$ cat config.mk
export PLATFORM = sky130hd
export DESIGN_NAME = imem_loader
export DESIGN_NICKNAME = d
export VERILOG_FILES = /design/src/rtl/imem_loader.sv
export SDC_FILE = /design/constraint.sdc
export NUM_CORES = 1
export LEC_CHECK = 0
export BUFFER_PORTS_ARGS = -buffer_cell sky130_fd_sc_hd__buf_2
export CAP_MARGIN = 10
export CORE_MARGIN = 8
export CORE_UTILIZATION = 52
export DETAILED_ROUTE_END_ITERATION = 12
export HOLD_SLACK_MARGIN = 0.05
export PLACE_DENSITY = 0.76
export SLEW_MARGIN = 10
export SYNTH_ARGS = -nofsm -noshare
export SYNTH_HDL_FRONTEND = slang
export SYNTH_SLANG_ARGS = --single-unit
$ cat constraint.sdc
create_clock -name CLK -period 2.79 [get_ports CLK]
set_input_delay 0.279 -clock CLK [delete_from_list [all_inputs] [get_ports CLK]]
set_output_delay 0.279 -clock CLK [all_outputs]
set_load 0.01 [all_outputs]
$ cat src/rtl/imem_loader.sv
// imem_loader: byte-stream program loader, the write side of the instruction
// memory that the CPU fetch path reads.
//
// Input stream, little-endian throughout:
//   - 4 header bytes holding the word count N.
//   - 4*N data bytes.
//   - With IMEM_LOADER_CSUM_EN defined, one trailing checksum byte, which is
//     the XOR of all data bytes.
// Words are written to IMEM word addresses 0..N-1. The processor is held in
// reset (cpu_rst_x=0) until the image has loaded.
//
// Optional feature macro: IMEM_LOADER_CSUM_EN (trailing checksum byte check).
//
// Ports:
//   CLK        system clock, rising edge
//   RST        asynchronous active-high reset
//   rx_valid   byte available on rx_data
//   rx_data    stream byte
//   rx_ready   loader accepts a byte (transfer on rx_valid && rx_ready)
//   reload     single-cycle pulse, restarts loading from DONE or ERR
//   mem_we     IMEM write strobe, one cycle per word
//   mem_addr   IMEM word address
//   mem_wdata  IMEM write data
//   cpu_rst_x  active-low processor reset, released once the load completes
//   done       image loaded successfully
//   err        sticky error flag (oversize image or checksum mismatch)
module imem_loader #(
   parameter int ADDR_W = 10
) (
   input  logic              CLK,
   input  logic              RST,
   input  logic              rx_valid,
   input  logic [7:0]        rx_data,
   output logic              rx_ready,
   input  logic              reload,
   output logic              mem_we,
   output logic [ADDR_W-1:0] mem_addr,
   output logic [31:0]       mem_wdata,
   output logic              cpu_rst_x,
   output logic              done,
   output logic              err
);

   localparam logic [2:0] S_HDR  = 3'd0;
   localparam logic [2:0] S_DATA = 3'd1;
   localparam logic [2:0] S_CSUM = 3'd2;
   localparam logic [2:0] S_DONE = 3'd3;
   localparam logic [2:0] S_ERR  = 3'd4;

   // Capacity in words, held at 64 bits so the full 32-bit N compares cleanly.
   localparam logic [63:0] DEPTH = 64'd1 << ADDR_W;

   logic [2:0]    state;
   logic [1:0]    byte_cnt;
   // The three previously accepted bytes of the current header or word.
   // The incoming byte supplies the top byte of the completed value.
   logic [23:0]   shreg;
   // Both counters are one bit wider than ADDR_W, so N == DEPTH is representable.
   logic [ADDR_W:0] n_words;
   logic [ADDR_W:0] word_idx;
`ifdef IMEM_LOADER_CSUM_EN
   logic [7:0]    csum;
`endif

   logic          accept;
   logic [31:0]   byte_word;
   logic [ADDR_W:0] idx_inc;

   always_comb begin
      accept    = rx_valid & rx_ready;
      byte_word = {rx_data, shreg};
      idx_inc   = word_idx + 1'b1;
   end

   always_ff @(posedge CLK or posedge RST) begin
      if (RST) begin
         state     <= S_HDR;
         byte_cnt  <= '0;
         shreg     <= '0;
         n_words   <= '0;
         word_idx  <= '0;
         rx_ready  <= 1'b0;
         mem_we    <= 1'b0;
         mem_addr  <= '0;
         mem_wdata <= '0;
         cpu_rst_x <= 1'b0;
         done      <= 1'b0;
         err       <= 1'b0;
`ifdef IMEM_LOADER_CSUM_EN
         csum      <= '0;
`endif
      end else begin
         mem_we <= 1'b0;
         case (state)
            S_HDR: begin
               rx_ready <= 1'b1;
               if (accept) begin
                  shreg    <= byte_word[31:8];
                  byte_cnt <= byte_cnt + 1'b1;
                  if (byte_cnt == 2'd3) begin
                     if ({32'd0, byte_word} > DEPTH) begin
                        state    <= S_ERR;
                        rx_ready <= 1'b0;
                     end else if (byte_word == 32'd0) begin
`ifdef IMEM_LOADER_CSUM_EN
                        state    <= S_CSUM;
`else
                        state    <= S_DONE;
                        rx_ready <= 1'b0;
`endif
                     end else begin
                        state    <= S_DATA;
                        n_words  <= byte_word[ADDR_W:0];
                        word_idx <= '0;
                     end
                  end
               end
            end

            S_DATA: begin
               // Ready stays high through the write cycle, so a byte arriving
               // back-to-back starts the next word.
               rx_ready <= 1'b1;
               if (accept) begin
                  shreg    <= byte_word[31:8];
                  byte_cnt <= byte_cnt + 1'b1;
`ifdef IMEM_LOADER_CSUM_EN
                  csum     <= csum ^ rx_data;
`endif
                  if (byte_cnt == 2'd3) begin
                     mem_we    <= 1'b1;
                     mem_addr  <= word_idx[ADDR_W-1:0];
                     mem_wdata <= byte_word;
                     word_idx  <= idx_inc;
                     if (idx_inc == n_words) begin
`ifdef IMEM_LOADER_CSUM_EN
                        state    <= S_CSUM;
`else
                        state    <= S_DONE;
                        rx_ready <= 1'b0;
`endif
                     end
                  end
               end
            end

            S_CSUM: begin
`ifdef IMEM_LOADER_CSUM_EN
               rx_ready <= 1'b1;
               if (accept) begin
                  rx_ready <= 1'b0;
                  state    <= (rx_data == csum) ? S_DONE : S_ERR;
               end
`else
               // Unreachable when the checksum stage is not built.
               rx_ready <= 1'b0;
               state    <= S_ERR;
`endif
            end

            S_DONE, S_ERR: begin
               rx_ready  <= 1'b0;
               done      <= (state == S_DONE);
               err       <= (state == S_ERR);
               cpu_rst_x <= (state == S_DONE);
               if (reload) begin
                  state     <= S_HDR;
                  rx_ready  <= 1'b1;
                  done      <= 1'b0;
                  err       <= 1'b0;
                  cpu_rst_x <= 1'b0;
                  byte_cnt  <= '0;
                  n_words   <= '0;
                  word_idx  <= '0;
`ifdef IMEM_LOADER_CSUM_EN
                  csum      <= '0;
`endif
               end
            end

            default: begin
               rx_ready <= 1'b0;
               state    <= S_ERR;
            end
         endcase
      end
   end

endmodule
# After elaboration in Yosys (flattened, before gate mapping)
# Index checks and enable logic that the tools add are counted.
# word_totals
regBits,97
out_inout_bits,47
word_cells,81
# op_classes
n_addsub,2
n_lt_le_gt_ge,1
n_eq_ne,14
mux,39
bitwise,1
reduce_logical,13
# op_table
operator,count
two-way mux 11 bit,11
one-hot mux 11 bit (3 select lines),1
"greater-than comparator 32 x 11 -> 1 bit, second input constant",1
zero test 32 bit,1
one-hot mux 11 bit (2 select lines),1
two-way mux 3 bit,7
"!= test 2 bit, second input constant",8
two-way mux 1 bit,13
AND reduction 6 bit,2
"adder 11 x 1 -> 11 bit, second input constant",1
equality test 11 bit,1
one-hot mux 3 bit (3 select lines),1
AND reduction 8 bit,1
two-way mux 2 bit,3
AND reduction 3 bit,2
one-hot mux 2 bit (2 select lines),1
nonzero test 2 bit,2
OR reduction 2 bit,2
"equality test 3 x 1 -> 1 bit, second input constant",1
"equality test 3 x 2 -> 1 bit, second input constant",1
"equality test 3 bit, second input constant",1
zero test 3 bit,1
one-hot mux 1 bit (3 select lines),1
nonzero test 3 bit,1
other kinds (5),5

# Longest topological paths before layout
# Gate-level depths: netlist of run 1.
# depth
depth_word,6
mapped_depth,8

# Least setup slack after synthesis of run 1
# OpenSTA, ideal clock, no wires.
# synth_timing
kind,reg-to-reg
start,register word_idx[0]
end,register state[1]
setup_time_ps,124
t_arrival_ps,1862
t_required_ps,2666
setup_slack_ps,804
path_stages_with_launch,8
n_path_buf,0
synth_period_minus_slack_ps,1986
path_cell_list,dfrtp_1 -> ha_1 -> and3_1 -> and2_1 -> o311a_1 -> o22ai_1 -> nor2_1 -> a211o_1
# synth_between
elab_chain_len,4
# synth_lines
item,line,rtl
from (decl),60,logic [ADDR_W:0] word_idx;
from (signal assigned),134,word_idx <= idx_inc;
adder 11 x 1 -> 11 bit,72,idx_inc = word_idx + 1'b1;
equality test 11 bit,135,if (idx_inc == n_words) begin
!= test 2 bit (no source line),--,
AND reduction 6 bit (no source line),--,
to (signal assigned),77,state <= S_HDR;
to (signal assigned),139,state <= S_DONE;
to (signal assigned),157,state <= S_ERR;
to (decl),53,logic [2:0] state;
# Every way passes these cells.
# A chain may end at the register's enable or synchronous reset.

# Worst setup path in the final report of run 1
# Ends and elaborated chain as after synthesis.

==> reports/metrics.csv, run 1 <==
stage;metric;value;unit
status;outcome;completed;
final_layout;final_util;59.6;%
global_routing;grt_max_degree;77;
global_routing;grt_pass1_wl;17700;um
timing;post-route-period-util;80.9;%
floorplan;start_util;53.2;%
floorplan;coreArea;0.00864;mm2
timing;rsz0062_at_grt;false;
drt;wl;10300;um
synthesis;synth-edff-count;0;
global_routing;use_met1;24.1;%
final_layout;drive_above_1_share;17.5;%
synthesis;syn_inst;520;
hold_path;hp-class;input port to flop;
timing;slew_headroom;66.1;%
synthesis;synthArstFlopShare;100;%
global_routing;grt_pass1_vias;3703;
synthesis;ys_types;50;
synthesis;yosysTopAreaCell;dfrtp_1;
worst_setup_path;critPathLaunchType;flop;
clock_network;cts_tree;yes;
pwr;netSwitchingFraction;36.7;%
drt;firstDrtPassIters;4;
global_routing;grt_busiest_layer;met2;
synthesis;synthTopCellsByArea;dfrtp_1 (53%), nand2_1 (19%), a31oi_4 (3.2%);
place;dp_hpwl;7090;um
final_layout;n_antenna_cell;0;
worst_setup_path;endpoint_kind;flop;
clock_network;htree_num_levels;3;
synthesis;synthTopCellsByCount;nand2_1 (228), dfrtp_1 (97), clkbuf_1 (18), o21ai_0 (15), a21oi_1 (14);
synthesis;avgSynthCellArea;8.84;um2
worst_setup_path;r2r_start;word_idx[0]$_DFFE_PP0P_;
timing;min_period;2.26;ns
worst_setup_path;required;3.05;ns
clock_network;cts_setup_buffers;0;
place;portBuffers;58;
global_routing;track_usage;18.3;%
global_routing;antenna_found_initial;0;
clock_network;worstSkewPairLatency;0.37;ns
global_routing;use_met2;28.9;%
clock_network;clk_pin_slew_worst_paths;0.10;ns
clock_network;clock-root-buffer;clkbuf_8;
drt;via_per_inst;5.59;
drt;ant_nets;0;
clock_network;cts_buffers;9;
final_layout;area_growth;12.1;%
worst_setup_path;arrival;2.52;ns
synthesis;ys_seq_area_share;52.8;%
timing;worst_pin_slew;0.508;ns
pwr;cellLeakagePower;0.00268;uW
timing;drv_slew;0;
drt;drt_iter0_markers;187;
worst_setup_path;critPathLaunch;word_idx[0]$_DFFE_PP0P_;
floorplan;num_io_pins;59;
clock_network;cts_buffer_depth;2;
pwr;p_int;2480;uW
synthesis;yosys_register_bits;97;
worst_setup_path;rr_worst_depth;7;
worst_setup_path;crit_type;flop to flop;
timing;finalSetupTns;0;ns
worst_setup_path;cp_max_fo;7;
clock_network;ctsResizeCount;0;
drt;route.vias.total;3798;
global_routing;grt_overflow;0;
synthesis;synth_top_area_share;52.8;%
drt;drc;0;
synthesis;syn_area;0.00459;mm2
pwr;powerDensity;762;mW/mm2
job;drv_cap;0;
pwr;ir_drop;0.000428;V
drt;avgRoutedWirePerCell;15.2;um
pwr;p_switching;1440;uW
floorplan;num_rows;34;
synthesis;synth_flop_cell;dfrtp_1;
clock_network;cts.sinks;97;
hold_path;holdPathStages;3;
synthesis;yosysWarnings;0;
timing;setup_viol_count_final;0;
pwr;seqPwrFrac;51.6;%
floorplan;dieWidth;110;um
hold_path;min-delay-start;rx_data[4];
floorplan;die_h;110;um
floorplan;die-area;0.0121;mm2
synthesis;synth_most_common_cell;nand2_1;
timing;max_freq;443;MHz
global_routing;use_met3;4.48;%
timing;fin_worst_skew;0.0123;ns
synthesis;syn-num-nets;534;
place;place_congestion;0.851;
pwr;combPwrFrac;24.4;%
pwr;clkPwrFrac;24.0;%
timing;hold_viol_final;0;
final_layout;finalNetCount;580;
worst max-delay path, cell delays in order, from the launching register on:
cell and delay (ns):
dfrtp_1 0.51, ha_1 0.33, and3_1 0.28, and2_1 0.25, o21ai_0 0.11, a22oi_1 0.27, nor3_1 0.09, a211o_1 0.31
power by group through the flow:
stage          Sequential [uW]  Clock (uW)  Combinational [uW]
2_1_floorplan             1920           0                 796
3_3_place_gp              2020           0                 918
3_5_place_dp              2040           0                 954
4_1_cts                   2010         960                 959
5_1_grt                   2070        1010                1100
6_report                  2020         940                 959
flip-flops by register name, summed over array words and instances (netlist names):
signal / count
mem_wdata: 32
shreg: 24
n_words: 11
word_idx: 11
mem_addr: 10
state: 3
byte_cnt: 2
done: 1
err: 1
mem_we: 1
rx_ready: 1
repair_timing:
item	in CTS	in global routing
endpoints found under the hold margin	21	0
endpoints found under the setup margin	0	0
hold buffers	1	0
layer usage:
layer | part of all wire [%] | vias up
met1 | 44 | 1865
met4 | 1.4 | 0
met5 | 0 | -
li1 | - | 1813
met3 | 6.2 | 13
met2 | 48 | 107
path summary, 6_finish.rpt:
path	slack, ns	end
hold reg to reg	0.48	mem_wdata[3]$_DFFE_PP0P_
min in group asynchronous	0.47	mem_wdata[17]$_DFFE_PP0P_
max in group asynchronous	1.57	n_words[5]$_DFFE_PP0P_
setup / recovery	0.53	state[1]$_DFFE_PP0P_
hold / removal	0.14	mem_wdata[28]$_DFFE_PP0P_
setup reg to reg	0.53	state[1]$_DFFE_PP0P_
logic make-up after synthesis:
kind of cell | share of synthesized area, %
compound gates | 11.6
simple gates | 29.1
mux | 0.218
xor+xnor | 1.91
buf+inv | 3.79
fa+ha+maj | 0.545
flops | 52.8
cell type report:
class,instances,area [um2]
Clock buffer,9,124
Tap cell,108,135
Multi-Input combinational cell,385,1990
Inverter,7,30.0
Sequential cell,97,2430
Timing Repair Buffer,66,365
Clock inverter,7,76.3
Fill cell,776,3480
through the flow:
| stage | power [uW] | cells | instance area, um2 | setup WS [ns] | hold WS (ns) |
|---|---|---|---|---|---|
| finish | 3920 | 679 | 5150 | 0.533 | 0.137 |
| global route | 4180 | 679 | 5150 | 0.346 | 0.123 |
| CTS | 3930 | 679 | 5150 | 0.516 | 0.121 |
| detailed placement | 2990 | 662 | 4940 | 0.542 | 0.340 |
| global placement | 2940 | 662 | 4940 | 0.597 | 0.332 |
| floorplan | 2720 | 520 | 4600 | 0.804 | 0.384 |
placed cells by master, fill, tap and decap left out, types with 6 or more instances in the layout:
cell	n
a21oi_1	14
a31oi_4	7
and3_1	8
buf_2	58
buf_4	6
clkbuf_8	9
dfrtp_1	97
inv_1	6
nand2_1	228
nand3_1	9
nor2_1	13
nor3_1	10
nor4_1	6
o21ai_0	15
o21ai_1	10
Power figures use the tool's default switching activity.
==> run 2: changes to the inputs <==
==> constraint.sdc (replaced) <==
create_clock -name CLK -period 2.05 [get_ports CLK]
set_input_delay 0.205 -clock CLK [delete_from_list [all_inputs] [get_ports CLK]]
set_output_delay 0.205 -clock CLK [all_outputs]
set_load 0.01 [all_outputs]
==> run 2 against run 1 <==
Effect of this change:
- utilization grew 3.7 points
- sequential power grew 34%
- critical path type unchanged
- highest routed layer unchanged
- combinational power grew 63%
- flip-flop and latch count is the same
- clock power grew 27%
==> reports/metrics.csv, run 2 (same netlist as run 1, synthesis figures left out) <==
stage;metric;value;unit
timing;worst_pin_slew;0.539;ns
timing;min_period;1.99;ns
timing;max_freq;502;MHz
clock_network;worstSkewPairLatency;0.38;ns
worst_setup_path;endpoint_kind;flop;
clock_network;cts_tree;yes;
timing;slew_headroom;64.1;%
final_layout;drive_above_1_share;22.8;%
timing;drv_slew;0;
worst_setup_path;cp_max_fo;5;
hold_path;hold_end;mem_wdata[31]$_DFFE_PP0P_;
drt;firstDrtPassIters;6;
hold_path;hp-class;input port to flop;
drt;route.vias.total;3863;
floorplan;num_io_pins;59;
global_routing;track_usage;18.8;%
place;place_congestion;0.861;
timing;post-route-period-util;97.2;%
pwr;ir_drop;0.000544;V
final_layout;n_antenna_cell;0;
pwr;cellLeakagePower;0.00284;uW
floorplan;dieWidth;110;um
worst_setup_path;rr_worst_depth;7;
timing;setup_viol_count_final;0;
drt;via_per_inst;5.46;
place;dp_hpwl;7440;um
final_layout;top_regs;mem_wdata (32), shreg (24);
global_routing;grt_pass1_wl;18200;um
place;postPlaceCellArea;0.00513;mm2
clock_network;clk_pin_slew_worst_paths;0.11;ns
floorplan;die-area;0.0121;mm2
global_routing;antenna_found_initial;0;
drt;wl;11000;um
drt;avgRoutedWirePerCell;15.6;um
timing;fin_worst_skew;0.0120;ns
global_routing;grt_max_degree;98;
clock_network;cts.sinks;97;
job;drv_cap;0;
drt;drc;0;
timing;finalSetupTns;0;ns
final_layout;area_growth;19.0;%
final_layout;fill_cells;735;
timing;hold_viol_final;0;
hold_path;min-delay-start;rx_data[7];
final_layout;final_common_cell;nand2_1;
global_routing;grt_overflow;0;
final_layout;final_area;0.00547;mm2
pwr;powerDensity;998;mW/mm2
global_routing;grt_pass1_vias;3808;
clock_network;cts_buffer_depth;2;
worst_setup_path;crit_type;flop to flop;
hold_path;holdPathStages;3;
floorplan;num_rows;34;
floorplan;die_h;110;um
worst_setup_path;required;2.32;ns
worst_setup_path;critPathLaunchType;flop;
drt;ant_nets;0;
drt;drt_iter0_markers;151;
floorplan;start_util;53.2;%
final_layout;largest_reg_flops;32;
worst_setup_path;arrival;2.26;ns
place;portBuffers;58;
status;outcome;completed;
clock_network;cts_buffers;9;
clock_network;clock-root-buffer;clkbuf_8;
final_layout;regMostFlops;mem_wdata;
worst_setup_path;rr_endpoint;state[1]$_DFFE_PP0P_;
final_layout;finalNetCount;609;
worst_setup_path;r2r_start;word_idx[1]$_DFFE_PP0P_;
final_layout;final_cell_mix;nand2_1 (228), dfrtp_1 (94), buf_2 (57), buf_4 (28), o21ai_0 (15);
timing;rsz0062_at_grt;true;
clock_network;htree_num_levels;3;
worst_setup_path;ff2ff_setup_slack;0.06;ns
floorplan;coreArea;0.00864;mm2
## run 2: critical path, stage by stage (launching register included)
cell     delay, ns
dfrtp_1       0.45
ha_1          0.21
and3_1        0.23
and3_1        0.24
xnor2_1       0.15
a22oi_2       0.22
nor3_1        0.09
a211o_1       0.30
## run 2: timing repair
action | CTS | global route
endpoints found under the hold margin | 101 | 0
hold buffers | 4 | 0
setup buffers | 0 | 4
setup endpoints to repair | 0 | 28
resized for setup | 0 | 16
## run 2: per-layer routing
| metal | vias up | global-route usage [%] | wire length [um] |
|---|---|---|---|
| met5 | - | 0 | 0 |
| met4 | 0 | 6.08 | 183 |
| met3 | 20 | 3.95 | 693 |
| met2 | 138 | 31.3 | 5410 |
| met1 | 1841 | 24.1 | 4760 |
| li1 | 1864 | - | - |
## run 2: layout make-up
type / instances / area (um2) / area share (%)
sequential: 97 / 2430 / 44.5
multi-input combinational: 385 / 2040 / 37.4
inverter: 7 / 30.0 / 0.549
clock buffer: 9 / 124 / 2.26
clock inverter: 7 / 58.8 / 1.08
tap: 108 / 135 / 2.47
timing repair buffer: 95 / 646 / 11.8
## run 2: worst max-delay path by stage
stage | start | endpoint
2_1_floorplan | word_idx[0]$_DFFE_PP0P_ | state[1]$_DFFE_PP0P_
3_3_place_gp | shreg[22]$_DFFE_PP0P_ | state[0]$_DFFE_PP0P_
3_5_place_dp | shreg[22]$_DFFE_PP0P_ | state[0]$_DFFE_PP0P_
4_1_cts | word_idx[1]$_DFFE_PP0P_ | rx_ready$_DFF_PP0_
5_1_grt | word_idx[1]$_DFFE_PP0P_ | rx_ready$_DFF_PP0_
6_report | word_idx[1]$_DFFE_PP0P_ | state[1]$_DFFE_PP0P_
## run 2: metrics by stage
| stage | hold WS [ns] | instances | utilization, % | worst slack (ns) | power, uW |
|---|---|---|---|---|---|
| 2_1_floorplan | 0.310 | 520 | - | 0.0640 | 3700 |
| 3_3_place_gp | 0.391 | 684 | 59.4 | 0.106 | 4100 |
| 3_5_place_dp | 0.396 | 684 | 59.4 | 0.0806 | 4160 |
| 4_1_cts | 0.0591 | 704 | 62.0 | 0.0518 | 5350 |
| 5_1_grt | 0.0832 | 708 | 63.3 | -0.0688 | 5790 |
| 6_report | 0.0628 | 708 | 63.3 | 0.0583 | 5460 |
## run 2: where the power goes
part	switching, uW	leakage [uW]	internal (uW)
sequential	434	0.00131	2270
clock	730	0.0000929	465
combinational	881	0.00144	682
total	2040	0.00284	3410
